**src/rtl/collision_detect_pkg.sv**
```systemverilog
// collision_detect_pkg: shared game-state codes, default sizes and scan FSM states
package collision_detect_pkg;
  typedef enum logic [3:0] {
    STATE_INITIAL   = 4'b0000,
    STATE_START     = 4'b0001,
    STATE_PLAY      = 4'b0010,
    STATE_BOMB      = 4'b0110,
    STATE_COLLISION = 4'b1010,
    STATE_SUCCESS   = 4'b1000,
    STATE_GAMEOVER  = 4'b1001
  } game_state_t;
  typedef enum logic [1:0] {IDLE, SCAN, DRAIN, REPORT} scan_state_t;
  localparam int NUM_BULLETS_DEF = 32;
  localparam int HIT_R_DEF = 4;
  localparam int BOSS_HP_DEF = 100;
  function automatic logic [10:0] abs_diff(input logic [9:0] a, input logic [9:0] b);
    return (a > b) ? 11'(a) - 11'(b) : 11'(b) - 11'(a);
  endfunction
endpackage

```
**src/rtl/collision_detect_hitbox_cmp.sv**
```systemverilog
// hitbox_cmp: combinational hit test of one bullet (valid,bx,by) against the player centre (px,py) -> hit
module hitbox_cmp
  import collision_detect_pkg::*;
#(
  parameter int HIT_R = HIT_R_DEF
) (
  input  logic       valid,
  input  logic [9:0] bx,
  input  logic [9:0] by,
  input  logic [9:0] px,
  input  logic [9:0] py,
  output logic       hit
);
  assign hit = valid && abs_diff(bx, px) < 11'(HIT_R) && abs_diff(by, py) < 11'(HIT_R);
endmodule

```
**src/rtl/collision_detect.sv**
```systemverilog
// collision_detect: per-frame bullet-table scan against the player (frame_tick, bullet_* -> collision, scan_busy) plus boss HP tracking (boss_hit -> boss_hp, die)
module collision_detect
  import collision_detect_pkg::*;
#(
  parameter int NUM_BULLETS = NUM_BULLETS_DEF,
  parameter int HIT_R       = HIT_R_DEF,
  parameter int BOSS_HP     = BOSS_HP_DEF
) (
  input  logic       clk,
  input  logic       hard_reset,
  input  logic       game_reset,
  input  logic       game_en,
  input  logic [3:0] game_state,
  input  logic       frame_tick,
  input  logic [9:0] player_x,
  input  logic [9:0] player_y,
  output logic [4:0] bullet_idx,
  output logic       bullet_rd,
  input  logic       bullet_valid,
  input  logic [9:0] bullet_x,
  input  logic [9:0] bullet_y,
  input  logic       boss_hit,
  output logic       collision,
  output logic       die,
  output logic [7:0] boss_hp,
  output logic       scan_busy
);
  localparam logic [4:0] LAST = 5'(NUM_BULLETS - 1);
  scan_state_t state;
  logic [9:0] px, py;
  logic hit, en_ok, rd_d, cmp_hit, hit_nxt;
  hitbox_cmp #(.HIT_R(HIT_R)) u_cmp (
    .valid(bullet_valid), .bx(bullet_x), .by(bullet_y), .px(px), .py(py), .hit(cmp_hit)
  );
  assign hit_nxt = hit | (rd_d & cmp_hit);
  assign die = boss_hp == 8'd0;
  always_ff @(posedge clk or posedge hard_reset) begin
    if (hard_reset) begin
      state <= IDLE;
      {px, py} <= '0;
      {hit, en_ok, rd_d, collision, bullet_rd, scan_busy} <= '0;
      bullet_idx <= '0;
    end else if (game_reset) begin
      state <= IDLE;
      {px, py} <= '0;
      {hit, en_ok, rd_d, collision, bullet_rd, scan_busy} <= '0;
      bullet_idx <= '0;
    end else begin
      rd_d <= bullet_rd;
      collision <= 1'b0;
      case (state)
        IDLE: if (frame_tick && game_en) begin
          state <= SCAN;
          px <= player_x;
          py <= player_y;
          hit <= 1'b0;
          en_ok <= 1'b1;
          bullet_rd <= 1'b1;
          bullet_idx <= '0;
          scan_busy <= 1'b1;
        end
        SCAN: begin
          hit <= hit_nxt;
          en_ok <= en_ok & game_en;
          bullet_rd <= bullet_idx != LAST;
          bullet_idx <= (bullet_idx == LAST) ? 5'd0 : bullet_idx + 5'd1;
          state <= (bullet_idx == LAST) ? DRAIN : SCAN;
        end
        DRAIN: begin
          hit <= hit_nxt;
          collision <= hit_nxt && en_ok && game_en && game_state == STATE_PLAY;
          state <= REPORT;
        end
        default: begin
          state <= IDLE;
          scan_busy <= 1'b0;
        end
      endcase
    end
  end
  always_ff @(posedge clk or posedge hard_reset) begin
    if (hard_reset) boss_hp <= 8'(BOSS_HP);
    else if (game_reset) boss_hp <= 8'(BOSS_HP);
    else if (boss_hit && game_en && boss_hp != 8'd0) boss_hp <= boss_hp - 8'd1;
  end
endmodule

```
**config.mk**
```make
export PLATFORM = sky130hd
export DESIGN_NAME = collision_detect
export DESIGN_NICKNAME = d
export VERILOG_FILES = /design/src/rtl/collision_detect_pkg.sv /design/src/rtl/collision_detect_hitbox_cmp.sv /design/src/rtl/collision_detect.sv
export SDC_FILE = /design/constraint.sdc
export NUM_CORES = 1
export LEC_CHECK = 0
export ABC_AREA = 1
export BUFFER_PORTS_ARGS = -buffer_cell sky130_fd_sc_hd__buf_2
export CAP_MARGIN = 25
export CORE_ASPECT_RATIO = 1.4
export CORE_MARGIN = 2
export CORE_UTILIZATION = 30
export DETAILED_ROUTE_END_ITERATION = 8
export GPL_TIMING_DRIVEN = 0
export PLACE_DENSITY = 0.51
export SYNTH_ARGS = -nofsm -noshare
export SYNTH_HDL_FRONTEND = slang
export SYNTH_HIERARCHICAL = 1
export SYNTH_SLANG_ARGS = --single-unit
```
**constraint.sdc**
```tcl
create_clock -name clk -period 2.8 [get_ports clk]
set_input_delay 0.42 -clock clk [delete_from_list [all_inputs] [get_ports clk]]
set_output_delay 0.42 -clock clk [all_outputs]
set_load 0.03 [all_outputs]
```
# Word level (Yosys, flattened, before mapping)
# Index checks and enable logic that the tools add are counted.
# totals
regBits,41
latchBits,0
mem_bits_rw,0
mem_bits_ro,0
input_bits,51
out_inout_bits,17
word_cells,83
mem_count,0
# classes
n_addsub,6
multipliers,0
div_mod_pow,0
n_lt_le_gt_ge,4
n_eq_ne,7
n_shift,0
n_mux,31
n_bitwise,3
reduce_logical,21
# ops
cell,count
$mux 10,6
$sub 10x10->11,4
$lt 11x3->1 const B,2
$mux 11,2
$gt 10x10->1,2
$mux 8,2
$mux 5,3
$pmux 5 s2,1
$mux 1,9
$logic_and 1x1->1,8
$logic_not 8->1,1
$pmux 1 s2,4
$reduce_and 2->1,4
$reduce_bool 8->1,1
$sub 8x1->8 const B,1
$mux 2,3
$pmux 2 s3,1
$reduce_bool 2->1,3
$reduce_bool 3->1,2
$add 5x1->5 const B,1
$eq 5x5->1 const B,1
$ne 5x5->1 const B,1
$eq 4x2->1 const B,1
$ne 3x3->1 const B,1
other kinds (7),8

# Depth between registers and ports, before layout
# Gate-level depths: netlist (run 1).
# depth
depth_word,12
mapped_depth,21
ltp_nobuf,20

# By module
# Netlist (run 1), hierarchy kept.
# by_module_without_submodules
mod,n_inst,cells_per_inst,area_per_inst_um2,seq_area_each_um2
hitbox_cmp,1,426,2199.6,0.0
collision_detect,1,250,2090.8,1029.7

# Worst setup path before layout (run 1)
# Ideal clock, no wire load.
# synth_timing
kind,input-to-reg
from,input port bullet_y[5]
to,register hit
setup_ns,0.083
arrival_ns,2.049
t_required_ns,2.717
setup_slack_ns,0.668
path_stages,18
n_path_buf,1
path_cell_list,ha_1 -> buf_2 -> a21oi_1 -> nand2_1 -> nand2_1 -> nand3_2 -> nand2_2 -> inv_2 -> nand2_1 -> nand2_1 -> nand2_1 -> nand2_1 -> inv_1 -> nand3_1 -> nor2_2 -> a21o_1 -> nand3_1 -> o21ai_0
# synth_between
elab_chain_len,8
elab_cells_between_ends,10
classes_between,2 x add/sub; 2 x order compare; 3 x mux; 2 x bitwise; 1 x reduce/logical
# synth_rtl
element,line,text
"start, declared",collision_detect.sv:21,"input logic [9:0] bullet_y,"
$sub 10x10->11 / $gt 10x10->1 (equally long branches),collision_detect_pkg.sv:17,return (a > b) ? 11'(a) - 11'(b) : 11'(b) - 11'(a);
$mux 11 *,collision_detect_pkg.sv:17,
$lt 11x3->1 *,collision_detect_hitbox_cmp.sv:14,"assign hit = valid && abs_diff(bx, px) < 11'(HIT_R) && abs_diff(by, py) < 11'(HIT_R);"
$logic_and 1x1->1 *,collision_detect_hitbox_cmp.sv:14,
named net cmp_hit,collision_detect.sv:31,"logic hit, en_ok, rd_d, cmp_hit, hit_nxt;"
$and 1x1->1 *,collision_detect.sv:35,assign hit_nxt = hit | (rd_d & cmp_hit);
$or 1x1->1 *,collision_detect.sv:35,
$pmux 1 s2 *,collision_detect.sv:51,case (state)
$mux 1 *,collision_detect.sv:43,end else if (game_reset) begin
"end signal, assigned",collision_detect.sv:63,hit <= hit_nxt;
"end signal, assigned",collision_detect.sv:70,hit <= hit_nxt;
"end, declared",collision_detect.sv:31,
# Mark *: on every way through the listed nets, which the timed path passes. The rest lies on a longest branch.
# A chain may end at the register's enable or synchronous reset.

# Worst setup path in the final report (run 1)
# layout_timing
from,register py[5]
to,register hit
# layout_between
elab_chain_len,8
elab_cells_between_ends,10
classes_between,2 x add/sub; 2 x order compare; 3 x mux; 2 x bitwise; 1 x reduce/logical
# layout_rtl
element,line,text
"start, declared",collision_detect.sv:30,"logic [9:0] px, py;"
"start signal, assigned",collision_detect.sv:55,py <= player_y;
$sub 10x10->11 / $gt 10x10->1 (equally long branches),collision_detect_pkg.sv:17,
$mux 11 *,collision_detect_pkg.sv:17,
$lt 11x3->1 *,collision_detect_hitbox_cmp.sv:14,
$logic_and 1x1->1 *,collision_detect_hitbox_cmp.sv:14,
named net cmp_hit,collision_detect.sv:31,
$and 1x1->1 *,collision_detect.sv:35,
$or 1x1->1 *,collision_detect.sv:35,
$pmux 1 s2 *,collision_detect.sv:51,
$mux 1 *,collision_detect.sv:43,
# Marked as above.

==> results.txt, run 1 <==
* Status: finished clean
- Leakage component of the power: 2.90 nW
- Via count of the first global-routing pass: around 4300
- Yosys Warn Count: 6
- Area grow syn2layout: 17.8%
* Max capacitance violation total: 0
* Antenna violations before repair: 0
- Excluding fillers, the count of instances in the completed layout stands at 938.
- The hold violation total from the final report came to 0.
* Synthesized area divided by synthesized cell count: 6.35 um2
* Placement row count: 51
- Hold Crit Depth: 2
- The analysis attributes to net switching a power of 1.02 mW.
- Setup repair after global routing missed its margin: no
- Sequential cells were found to cover between 20% and 30% of the synthesized design area.
- Busiest metal layer after global routing: met2
- Netlist area before placement: about 4300 um2
* Via count: 4308
- TritonCTS created 5 clock buffers.
- Slew Viols, Final: 0
* Slew at the pin closest to its max-slew limit: 0.399 ns
- Counting flops and latches in the post-synthesis netlist gives 41.
* Crit path DAT: approximately 2.7 ns
* Startpoint of the worst-slack reg-to-reg timing path: py[5]
- The clock network burns 22.8% of the power.
* Sum of negative setup slack: 0 ns
- Maximum frequency from static timing analysis: 0.398 GHz
* Placement Cell Area: 4870 um2
- Final Setup Violations: 0
* Register-to-Register Setup Slack: around 0.29 ns
- For this block, the routed nets add up to 11800 um of wire.
* I/O pin count: about 70
- Counting every instance in the synthesized netlist gives just under 700.
- The final critical path takes up 89.7% of the cycle.
- Die Span Y: 146 um
- The worst setup path is captured at a flop.
* GR Layer Usage met1: around 18%
- Drt wl/cell: 12.6 um
- Leaving out fill and tap cells, the most frequent cell in the layout is sky130_fd_sc_hd__nand2_1.
* Share of post-route cells with drive strength above 1: 18.1%
- The endpoint identified for the worst register-to-register timing path is hit.
- Final-stage net count: 851
* First DRT Iteration DRCs: 145
- The clock passes through at most 2 buffers.
- Power spread over the standard cell area amounts to 477 nW/um2.
* DRC violations left: 0
- Combinational group share of total power: 47.3%
* CP Class: reg2reg
- Fillers: 1506
- WP data required: ~3 ns
* Number of cell instances on the worst register-to-register path: 16
- In this run the remaining antenna-violating nets after routing total 0.
- Clk pin slew, worst setup/hold paths: 0.06 ns
- Number of H-tree branching levels: 2
* Die Footprint: 15300 um2
- Largest fanout on the critical path: 6
- Insertion delay to the later sink of the worst-skew pair: 0.28 ns
- Sink of the worst hold path: rd_d
* Min-Delay Startpoint: game_reset
- Entering global routing, the biggest net connects 40 pins.
- The worst path in the final design needs a cycle of 2.51 ns, including I/O delays and setup.
* Mapped Nets: 775
- Global-route wire length before repair: 20000 um
* Cell Count Post-Placement: 928
- Internal cell power: approximately 1.4 mW
- Post-layout instance area: 5050 um2
- After detailed routing, the number of vias per cell comes to ~4.6.
- The top cell types in the final layout, fill and taps aside, are sky130_fd_sc_hd__nand2_1 (197), sky130_fd_sc_hd__inv_1 (113), sky130_fd_sc_hd__buf_2 (76).
* Global routing usage on met3: ~1.7%
- After floorplanning, the core was sized to cover 14000 um2.
- Headroom to the max-slew limit came out at between 70% and 80%.
* Die width: 105 um
* Met2 capacity usage during global routing: 30.3%
- VDD sags by at most approximately 0.23 mV.
- Routability-driven placement finished with a final weighted congestion of 0.906.
* Min-Delay Path Class: in2reg
- TritonCTS built the clock tree.
- STA classifies the critical path startpoint as a flop.
- First-pass detailed-route iteration total: 4
* Relative contribution of sequential cells to total power: between 20% and 30%
* Count of distinct cell types in the synthesized netlist: 35
- Total inserted antenna cells: 0
- Summed over all layers, the global routing overflow is 0.
- Clock root buffer: sky130_fd_sc_hd__clkbuf_16
- Initial core utilization: 30.7%
- Summed over all nets, the half-perimeter wirelength after detailed placement is 9920 um.
- Overall global routing resource usage: approximately 16%
* Number of input and output port buffers inserted: 66
* Switching Share: about 42%
- Fin Clk Skew: 0.00539 ns
- Clock tree synthesis found a total of 41 sinks.
## worst max-delay path: stages (launching register included)
cell and delay [ns]:
sky130_fd_sc_hd__dfrtp_1 0.42, sky130_fd_sc_hd__inv_1 0.06, sky130_fd_sc_hd__ha_1 0.27, sky130_fd_sc_hd__buf_2 0.17, sky130_fd_sc_hd__nand2_2 0.12, sky130_fd_sc_hd__nor2_2 0.16, sky130_fd_sc_hd__nand3_1 0.12, sky130_fd_sc_hd__nand3_2 0.11
sky130_fd_sc_hd__nand2_2 0.09, sky130_fd_sc_hd__a21boi_1 0.17, sky130_fd_sc_hd__nand2_1 0.07, sky130_fd_sc_hd__a21oi_1 0.11, sky130_fd_sc_hd__nand2_1 0.07, sky130_fd_sc_hd__nor2_2 0.14, sky130_fd_sc_hd__a21o_1 0.17, sky130_fd_sc_hd__nand3_1 0.07
sky130_fd_sc_hd__o21ai_1 0.12
## per-stage QoR
step / setup WS [ns] / total power, mW / hold WS, ns / util, %
after floorplan: 0.668 / 1.56 / 0.453 / -
after global placement: 0.152 / 1.84 / 0.472 / 34.7
after detailed placement: 0.142 / 1.86 / 0.286 / 34.9
after CTS: 0.195 / 2.43 / 0.355 / 35.9
after global routing: 0.0199 / 2.64 / 0.367 / 36.2
final: 0.289 / 2.41 / 0.361 / 36.2
## registers in the layout, summed over array words and instances (netlist names)
name	flops
scan_busy	1
hit	1
boss_hp	8
bullet_idx	5
bullet_rd	1
collision	1
px	10
en_ok	1
rd_d	1
py	10
state	2
## how the worst max path moves through the flow
stage | to | cells past startpoint | from
final | hit | 16 | py[5]
after global routing | hit | 20 | px[2]
after CTS | hit | 19 | py[5]
after detailed placement | hit | 16 | bullet_x[5]
after global placement | hit | 16 | bullet_x[5]
after floorplan | hit | 18 | bullet_y[5]
## final cells by class
type	count	area (um2)	share of cell area (%)
plain buffers	16	92.6	1.83
clock buffers	6	129	2.55
clock inverters	2	10.0	0.198
inverters	123	464	9.19
multi-input cells	496	2730	54.0
flip-flops and latches	41	1030	20.4
well taps	185	231	4.58
repair buffers	69	368	7.28
## cell families (layout without fill, tap and decap cells)
family / count (synthesis) / after routing / share of synthesized area [%]
flops: 41 / 41 / 24.0
buf+inv: 139 / 216 / 12.9
fa+ha+maj: 48 / 48 / 14.0
simple gates: 345 / 345 / 34.8
compound gates: 91 / 91 / 11.8
xor+xnor: 12 / 12 / 2.45
## synth_stat cells
| master | number | area, um2 |
|---|---|---|
| sky130_fd_sc_hd__clkbuf_1 | 2 | 7.51 |
| sky130_fd_sc_hd__a21oi_1 | 33 | 165 |
| sky130_fd_sc_hd__a21boi_1 | 1 | 7.51 |
| sky130_fd_sc_hd__inv_4 | 1 | 6.26 |
| sky130_fd_sc_hd__a31oi_1 | 1 | 6.26 |
| sky130_fd_sc_hd__a21boi_0 | 1 | 7.51 |
| sky130_fd_sc_hd__buf_2 | 11 | 55.1 |
| sky130_fd_sc_hd__xor2_1 | 10 | 87.6 |
| sky130_fd_sc_hd__nand2_2 | 7 | 43.8 |
| sky130_fd_sc_hd__dfstp_2 | 3 | 78.8 |
| sky130_fd_sc_hd__nand3_1 | 64 | 320 |
| sky130_fd_sc_hd__o21ai_1 | 15 | 75.1 |
| sky130_fd_sc_hd__xnor2_1 | 2 | 17.5 |
| sky130_fd_sc_hd__nand4_1 | 10 | 62.6 |
| sky130_fd_sc_hd__nor2_4 | 4 | 45.0 |
| sky130_fd_sc_hd__a21o_1 | 2 | 15.0 |
| sky130_fd_sc_hd__o21ai_4 | 1 | 16.3 |
| sky130_fd_sc_hd__buf_6 | 2 | 22.5 |
| sky130_fd_sc_hd__o21ai_2 | 2 | 17.5 |
| sky130_fd_sc_hd__o21bai_2 | 1 | 11.3 |
| sky130_fd_sc_hd__inv_2 | 8 | 30.0 |
| sky130_fd_sc_hd__nand2_1 | 198 | 743 |
| sky130_fd_sc_hd__o21a_1 | 3 | 22.5 |
| sky130_fd_sc_hd__nor2_1 | 46 | 173 |
| sky130_fd_sc_hd__o21ai_0 | 28 | 140 |
| sky130_fd_sc_hd__clkbuf_2 | 1 | 5.00 |
| sky130_fd_sc_hd__nand3b_1 | 2 | 15.0 |
| sky130_fd_sc_hd__o31ai_1 | 1 | 7.51 |
| sky130_fd_sc_hd__nand3_2 | 2 | 20.0 |
| sky130_fd_sc_hd__ha_1 | 48 | 601 |
| sky130_fd_sc_hd__nor3_1 | 3 | 15.0 |
| sky130_fd_sc_hd__inv_1 | 114 | 428 |
| sky130_fd_sc_hd__o21bai_1 | 2 | 15.0 |
| sky130_fd_sc_hd__dfrtp_1 | 38 | 951 |
| sky130_fd_sc_hd__nor2_2 | 9 | 56.3 |
## metal layers
| metal | share of wire [%] | wire (um) |
|---|---|---|
| met1 | 42 | 4920 |
| met2 | 54 | 6400 |
| met3 | 2.4 | 284 |
| met4 | 1.5 | 180 |
| met5 | 0 | 0 |
## repair_timing
item / in CTS / in global routing
hold endpoints to repair: 2 / 0
buffers inserted: 0 / 1
hold buffers: 1 / 0
resized for setup: 0 / 11
setup endpoints to repair: 0 / 2
## power groups by stage
stage / registers (mW) / logic [mW] / clock network (mW)
finish: 0.720 / 1.14 / 0.548
detailed placement: 0.732 / 1.13 / 0
global route: 0.732 / 1.31 / 0.601
floorplan: 0.748 / 0.814 / 0
CTS: 0.722 / 1.13 / 0.573
global placement: 0.729 / 1.11 / 0
Power figures use the tool's default switching activity.
==> run 2: changes to the inputs <==
clock period = 2.6 ns   (was 2.8 ns; I/O delays follow)
==> run 2 against run 1 <==
Net effect: combinational power is 26% higher; critical path depth is 1 higher; critical path type unchanged; largest cell class unchanged; clock power is 7.7% higher; flip-flop and latch count stayed put; global-route usage is 0.093 points higher; sequential power is 7.6% higher.
==> results.txt, run 2 (synthesis results as in run 1) <==
* Status: finished clean
* CP Class: reg2reg
- Min-Delay Path Class: in2reg
- Final Setup Violations: 0 (unchanged)
* CTS tree: yes
- Share of post-route cells with drive strength above 1: 25.3% (+7.2 points)
* Die Footprint: 15300 um2 (unchanged)
- Via-to-Cell Ratio: 4.64 (+1.1%)
- Number of H-tree branching levels: 2 (unchanged)
- The total leakage power is 2.98 nW (+2.9%).
- Among the stages of the critical path, the cell type that occurs most often is sky130_fd_sc_hd__nand2_1.
* Number of cells on the critical path: 17 (+1)
* Slew at the pin closest to its max-slew limit: 0.401 ns (+0.00156 ns)
- CTS placed an instance of sky130_fd_sc_hd__clkbuf_16 at the clock tree root.
- Slew Viols, Final: 0 (unchanged)
* Die Span Y: 146 um (unchanged)
* Die width: 105 um (unchanged)
- Final Hold Violating Endpoints: 0 (unchanged)
- Grt total ovfl: 0 (unchanged)
- In this run the worst setup path begins at px[2].
- The power density over the cells came to 516 nW/um2 (+8.4%).
- Overall global routing resource usage: 15.9% (+0.093 points)
- Final-layout worst hold slack: 0.331 ns (-0.0301 ns)
- The internal power is 1.61 mW (+16%).
* Combinational group share of total power: 51.3% (+4.0 points)
- Kind of start point of the critical path: flop
- Setup repair after global routing could not meet its margin everywhere.
- I/O pin count: 68 (unchanged)
- Crit path max-delay cell type: sky130_fd_sc_hd__dfrtp_1
* Crit path DAT: 2.68 ns (-0.04 ns)
- Placement row count: 51 (unchanged)
- The antenna cell count came to 0 (unchanged).
- Switching Share: 42.6% (+0.34 points)
- From synthesis to final layout, the design area changed by 26.5%.
- The summed area of non-filler cells in the final layout is 5430 um2 (+7.4%).
* Global-route wire length before repair: 20100 um (+0.44%)
- The share of power burned in registers came to 27.7% (-2.2 points).
- DRC violations left: 0 (unchanged)
* Element type at the critical path end: flop
- The library cells used most frequently in the layout, excluding fill and tap cells, are sky130_fd_sc_hd__nand2_1 (177), sky130_fd_sc_hd__inv_1 (110), sky130_fd_sc_hd__buf_2 (73).
* Final antenna-violating net count: 0 (unchanged)
- Placement Cell Area: 4870 um2 (unchanged)
- Final-stage net count: 858 (+0.82%)
- The max-capacitance violation count was 0 (unchanged).
- The CTS sink count was 41 (unchanged).
- Switching power total: 1.19 mW (+17%)
* Number of input and output port buffers inserted: 66 (unchanged)
* Cell Count Post-Placement: 928 (unchanged)
- The data required time at the worst endpoint is 2.81 ns (-0.20 ns).
- Insertion delay to the later sink of the worst-skew pair: 0.28 ns (about the same)
- The fraction of power consumed by the clock network came to 21.1% (-1.7 points).
- Via count of the first global-routing pass: 4352 (+0.25%)
* Initial core utilization: 30.7% (unchanged)
- The final non-filler cell total was 945 (+0.75%).
* Fin Clk Skew: 0.00543 ns (+0.0000357 ns)
* Maximum frequency from static timing analysis: 0.404 GHz (+1.5%)
- Drt wl/cell: 13.1 um (+4.4%)
* Critical path's top delay family: simple AND/OR/NAND/NOR gates
* Register-to-Register Setup Slack: 0.13 ns (-0.16 ns)
- The HPWL after detailed placement was 9920 um (unchanged).
- Largest fanout on the critical path: 8 (+2)
- Clk pin slew, worst setup/hold paths: 0.06 ns (about the same)
- Number of buffers created by CTS: 5 (unchanged)
- Setup WS post-layout: 0.126 ns (-0.163 ns)
- The routability congestion estimate was 0.906 (unchanged).
* Post-route core utilization: 38.8% (+2.7 points)
- The worst IR drop on VDD is 0.251 mV (+8.2%).
- Period utilization: 95.2% (+5.5 points)
- Registers with the most flip-flops: px x10, py x10, boss_hp x8
- Antenna violations before repair: 0 (unchanged)
- The first-pass iteration count of the detailed router is 5 (+1).
- Wire length reported by the detailed router: 12400 um (+5.2%)
- Buffer and inverter count on the worst path: 3 (+1)
- The accumulated negative setup slack was 0 ns (unchanged).
- The worst-case clock buffer depth was 2 (unchanged).
* First DRT Iteration DRCs: 156 (+7.6%)
- Minimum setup slack after placement: -0.0276 ns (-0.170 ns)
- Via count: 4387 (+1.8%)
- The power consumption is 2.80 mW (+16%).
* Largest net degree at the start of global routing: 40 (unchanged)
* Startpoint of the worst-slack reg-to-reg timing path: px[2]
- Largest stage delay on the critical path: 0.39 ns (-0.03 ns)
- Time the worst path needs with I/O delays and setup: 2.47 ns (-0.0366 ns)
- The relative slew slack came to 73.3% (-0.10 points).
- Core outline area: 14000 um2 (unchanged)
* Endpoint of the worst-slack reg-to-reg timing path: hit
- Worst setup endpoint: hit
* List of cells traversed by the critical path: inv_2, ha_4, buf_8, nand2_2, inv_2, nand2_1, nand2_1, xor2_1, nand2_1, nor2_2, nand3_2, a21oi_2, nand2_1, nor2_2, a21o_1, nand3_1, o21ai_1
* Number of cell instances on the worst register-to-register path: 17 (+1)
- Most common cell after layout, fill and taps aside: sky130_fd_sc_hd__nand2_1
[run 2: changes by cell type in the layout (fill, tap and decap cells not counted), moves of 8 or more]
cell | before | now
sky130_fd_sc_hd__nand2_2 | 8 | 23
sky130_fd_sc_hd__nand2_1 | 197 | 177
sky130_fd_sc_hd__a21oi_2 | 1 | 9
sky130_fd_sc_hd__ha_4 | 0 | 9
sky130_fd_sc_hd__a21oi_1 | 32 | 23
[run 2: worst min path at each step]
stage | start | endpoint | slack, ns | depth (start not counted)
after global placement | hit | hit | 0.47 | 2
after floorplan | en_ok | en_ok | 0.45 | 2
after CTS | game_reset | rd_d | 0.32 | 2
after detailed placement | hard_reset | py[0] | 0.26 | 2
final | game_reset | rd_d | 0.33 | 2
after global routing | game_reset | rd_d | 0.34 | 2
[run 2: power by group through the flow]
stage / Sequential, mW / Combinational, mW / Clock, mW
2_1_floorplan: 0.805 / 0.877 / 0
3_3_place_gp: 0.785 / 1.20 / 0
3_5_place_dp: 0.789 / 1.21 / 0
4_1_cts: 0.777 / 1.22 / 0.618
5_1_grt: 0.787 / 1.62 / 0.648
6_report: 0.775 / 1.44 / 0.590
[run 2: cell type report]
cell class              instances  area [um2]
clock inverters                 2        10.0
flip-flops and latches         41        1030
repair buffers                 76         420
fillers                      1466        8550
plain buffers                  16         118
clock buffers                   6         129
well taps                     185         231
multi-input cells             496        3020
inverters                     123         464
[run 2: worst reg2reg max path, cell delays in order, from the launching register on]
cell and delay, ns:
sky130_fd_sc_hd__dfrtp_1 0.39, sky130_fd_sc_hd__inv_2 0.06, sky130_fd_sc_hd__ha_4 0.27, sky130_fd_sc_hd__buf_8 0.14
sky130_fd_sc_hd__nand2_2 0.09, sky130_fd_sc_hd__inv_2 0.07, sky130_fd_sc_hd__nand2_1 0.05, sky130_fd_sc_hd__nand2_1 0.10
sky130_fd_sc_hd__xor2_1 0.20, sky130_fd_sc_hd__nand2_1 0.09, sky130_fd_sc_hd__nor2_2 0.13, sky130_fd_sc_hd__nand3_2 0.11
sky130_fd_sc_hd__a21oi_2 0.14, sky130_fd_sc_hd__nand2_1 0.07, sky130_fd_sc_hd__nor2_2 0.14, sky130_fd_sc_hd__a21o_1 0.17
sky130_fd_sc_hd__nand3_1 0.07, sky130_fd_sc_hd__o21ai_1 0.13
[run 2: metal layers]
layer	vias up	global-route usage, %	share of wire, %
li1	2290	-	-
met1	2020	17.7	41
met2	65	30.5	56
met3	12	1.75	2.1
met4	0	5.73	1.6
met5	-	0	0
[run 2: timing repair]
action / 4_1_cts / 5_1_grt
setup buffers: 1 / 7
gates resized for setup: 0 / 91
hold buffers: 1 / 0
endpoints found under the setup margin: 1 / 2
endpoints found under the hold margin: 2 / 0
pin swaps: 0 / 27
==> run 3: changes to the inputs <==
CTS_BUF_LIST = sky130_fd_sc_hd__clkbuf_4 sky130_fd_sc_hd__clkbuf_8   (was not set)
SLEW_MARGIN = 20   (was not set)
==> run 3 against run 2 <==
Net effect: clock power decreased by 22%; largest power group unchanged; power decreased by 2.5%; critical path depth decreased by 1; maximum frequency increased by 0.93%; flip-flop and latch count unchanged.
==> results.txt, run 3 (synthesis results as in run 1) <==
- Most common cell after layout, fill and taps aside: sky130_fd_sc_hd__nand2_1
* Max capacitance violation total: 0 (unchanged)
- Placement row count: 51 (unchanged)
- TritonCTS built the clock tree.
- Fillers: 1497 (+2.1%)
- The final routed wirelength across all metal layers came to 12600 um (+1.8%).
- The power density over the cells is 498 nW/um2 (-3.5%).
- Area grow syn2layout: 27.8%
* Final-layout worst hold slack: 0.0792 ns (-0.251 ns)
* Relative slew slack: 71.9% (-1.4 points)
- Total power: 2.73 mW (-2.5%)
- Die Span Y: 146 um (unchanged)
- I/O pin count: 68 (unchanged)
- Grt total ovfl: 0 (unchanged)
- The total number of vias came to 4392 (+0.11%).
- Slew at the pin closest to its max-slew limit: 0.422 ns (+0.0207 ns)
* Leakage component of the power: 2.99 nW (+0.39%)
* Element type at the critical path end: flop
* Global-route wire length before repair: 20100 um (+0.17%)
- Min-Delay Path Class: in2async
* Die Footprint: 15300 um2 (unchanged)
- Registers with the most flip-flops: px x10, py x10, boss_hp x8
- The worst-case clock buffer depth came to 2 (unchanged).
- The number of design-rule violations left by the first detailed-router iteration was 187 (+20%).
* Last weighted congestion value of the routability-driven placer: 0.906 (unchanged)
- The reported net switching power came to 1.21 mW (+1.5%).
- Die width: 105 um (unchanged)
- The quantity of I/O buffers inserted on ports was 66 (unchanged).
- Time the worst path needs with I/O delays and setup: 2.45 ns (-0.0229 ns)
* Drt wl/cell: 13.3 um (+1.6%)
* Antenna violations before repair: 0 (unchanged)
* Setup repair after global routing missed its margin: yes
- Number of H-tree branching levels: 2 (unchanged)
* Relative contribution of sequential cells to total power: 28.3% (+0.6 points)
- The final non-filler cell total is 947 (+0.21%).
- Largest net degree at the start of global routing: 26 (-35%)
- Via-to-Cell Ratio: 4.64 (about the same)
- The global router's overall resource usage is 15.9% (+0.056 points).
- The antenna cell count is 0 (unchanged).
- The DRC violation count after routing was 0 (unchanged).
- Via count of the first global-routing pass: 4322 (-0.69%)
- Share of post-route cells with drive strength above 1: 27.0% (+1.8 points)
- Largest fanout on the critical path: 7 (-1)
* Final Setup Violations: 0 (unchanged)
- Status: finished clean
* Final-stage net count: 860 (+0.23%)
- Sum of negative setup slack: 0 ns (unchanged)
* Final Hold Violating Endpoints: 0 (unchanged)
* Internal cell power: 1.52 mW (-5.4%)
- Hold-fix buffers, CTS: 0 (-1)
- The first-pass iteration count of the detailed router was 6 (+1).
* WP data required: 2.83 ns (+0.02 ns)
- The tree is rooted in a sky130_fd_sc_hd__clkbuf_8.
- Proportion of power drawn by the clock network: 16.9% (-4.2 points)
- The relative contribution of combinational cells to total power is 54.8% (+3.5 points).
- Initial core utilization: 30.7% (unchanged)
- The timing-limited maximum frequency was 0.408 GHz (+0.93%).
- Switching Share: 44.4% (+1.7 points)
* Slew Viols, Final: 0 (unchanged)
- Crit path DAT: 2.68 ns (about the same)
- The HPWL after detailed placement is 10100 um (+1.4%).
- The clock insertion delay at the later pin of the skew report was 0.30 ns (+0.02 ns).
* Kind of start point of the critical path: flop
* Core outline area: 14000 um2 (unchanged)
- In the layout the commonest cells are sky130_fd_sc_hd__nand2_1 (173), sky130_fd_sc_hd__inv_1 (108), sky130_fd_sc_hd__buf_2 (73).
- Period utilization: 94.3% (-0.88 points)
- Final antenna-violating net count: 0 (unchanged)
- The number of buffers created by CTS came to 5 (unchanged).
- The number of placed instances with taps included came to 928 (unchanged).
- The worst IR drop on VDD came to 0.188 mV (-25%).
- CP Class: reg2reg
* Post-route core utilization: 39.2% (+0.41 points)
- The maximum clock skew at final layout was 0.00656 ns (+0.00113 ns).
* Clock sinks: 41 (unchanged)
- Clk pin slew, worst setup/hold paths: 0.08 ns (+0.02 ns)
run 3: power groups by stage:
stage | Combinational (mW) | Clock [mW] | Sequential, mW
finish | 1.50 | 0.463 | 0.772
global route | 1.68 | 0.510 | 0.785
CTS | 1.22 | 0.486 | 0.775
detailed placement | 1.21 | 0 | 0.788
global placement | 1.20 | 0 | 0.785
floorplan | 0.877 | 0 | 0.805
run 3: what timing repair did:
item                                    CTS  global route
gates resized for setup                   0           111
endpoints found under the setup margin    1             2
buffers inserted                          1            10
pin swaps                                 0            28
run 3: metrics by stage:
step / setup slack (ns) / instance area, um2
floorplan: 0.492 / 4290
global placement: -0.0181 / 4850
detailed placement: -0.0177 / 4870
CTS: 0.00609 / 4980
global route: -0.0911 / 5480
finish: 0.149 / 5480
run 3: critical path: stages (launching register included):
cell and delay, ns:
sky130_fd_sc_hd__dfrtp_1 0.43, sky130_fd_sc_hd__inv_1 0.10, sky130_fd_sc_hd__ha_4 0.28, sky130_fd_sc_hd__nand2_2 0.11, sky130_fd_sc_hd__inv_1 0.07, sky130_fd_sc_hd__a21oi_1 0.17
sky130_fd_sc_hd__nand3_1 0.14, sky130_fd_sc_hd__nand2_1 0.08, sky130_fd_sc_hd__nand2_1 0.05, sky130_fd_sc_hd__nor2_1 0.10, sky130_fd_sc_hd__nand3_1 0.11, sky130_fd_sc_hd__a21oi_1 0.15
sky130_fd_sc_hd__nand2_1 0.08, sky130_fd_sc_hd__nor2_2 0.14, sky130_fd_sc_hd__a21o_1 0.17, sky130_fd_sc_hd__nand3_1 0.07, sky130_fd_sc_hd__o21ai_1 0.13
run 3: cell type report:
class                           instances  area [um2]  area share (%)
Clock buffer                            7        96.3            1.76
Multi-Input combinational cell        496        3100            56.5
Tap cell                              185         231            4.22
Timing Repair Buffer                   78         433            7.89
Buffer                                 16         126            2.30
Inverter                              123         464            8.46
Sequential cell                        41        1030            18.8
Clock inverter                          1        5.00          0.0913
run 3: final timing paths:
check / from / to / slack, ns / cells after the start
worst min-delay path: hard_reset / py[0] / 0.08 / 2
min in group clk: game_reset / rd_d / 0.32 / 2
worst max register to register: px[8] / hit / 0.15 / 16
worst max-delay path: px[8] / hit / 0.15 / 16
worst min register to register: hit / hit / 0.50 / 2
max in group asynchronous: hard_reset / boss_hp[6] / 1.97 / 3
run 3: per-layer routing:
layer	vias up	global-route usage, %	wire [um]
met5	-	0	0
met1	2012	17.8	5050
met4	0	5.27	256
met3	15	1.52	379
met2	71	31.0	6920
li1	2294	-	-
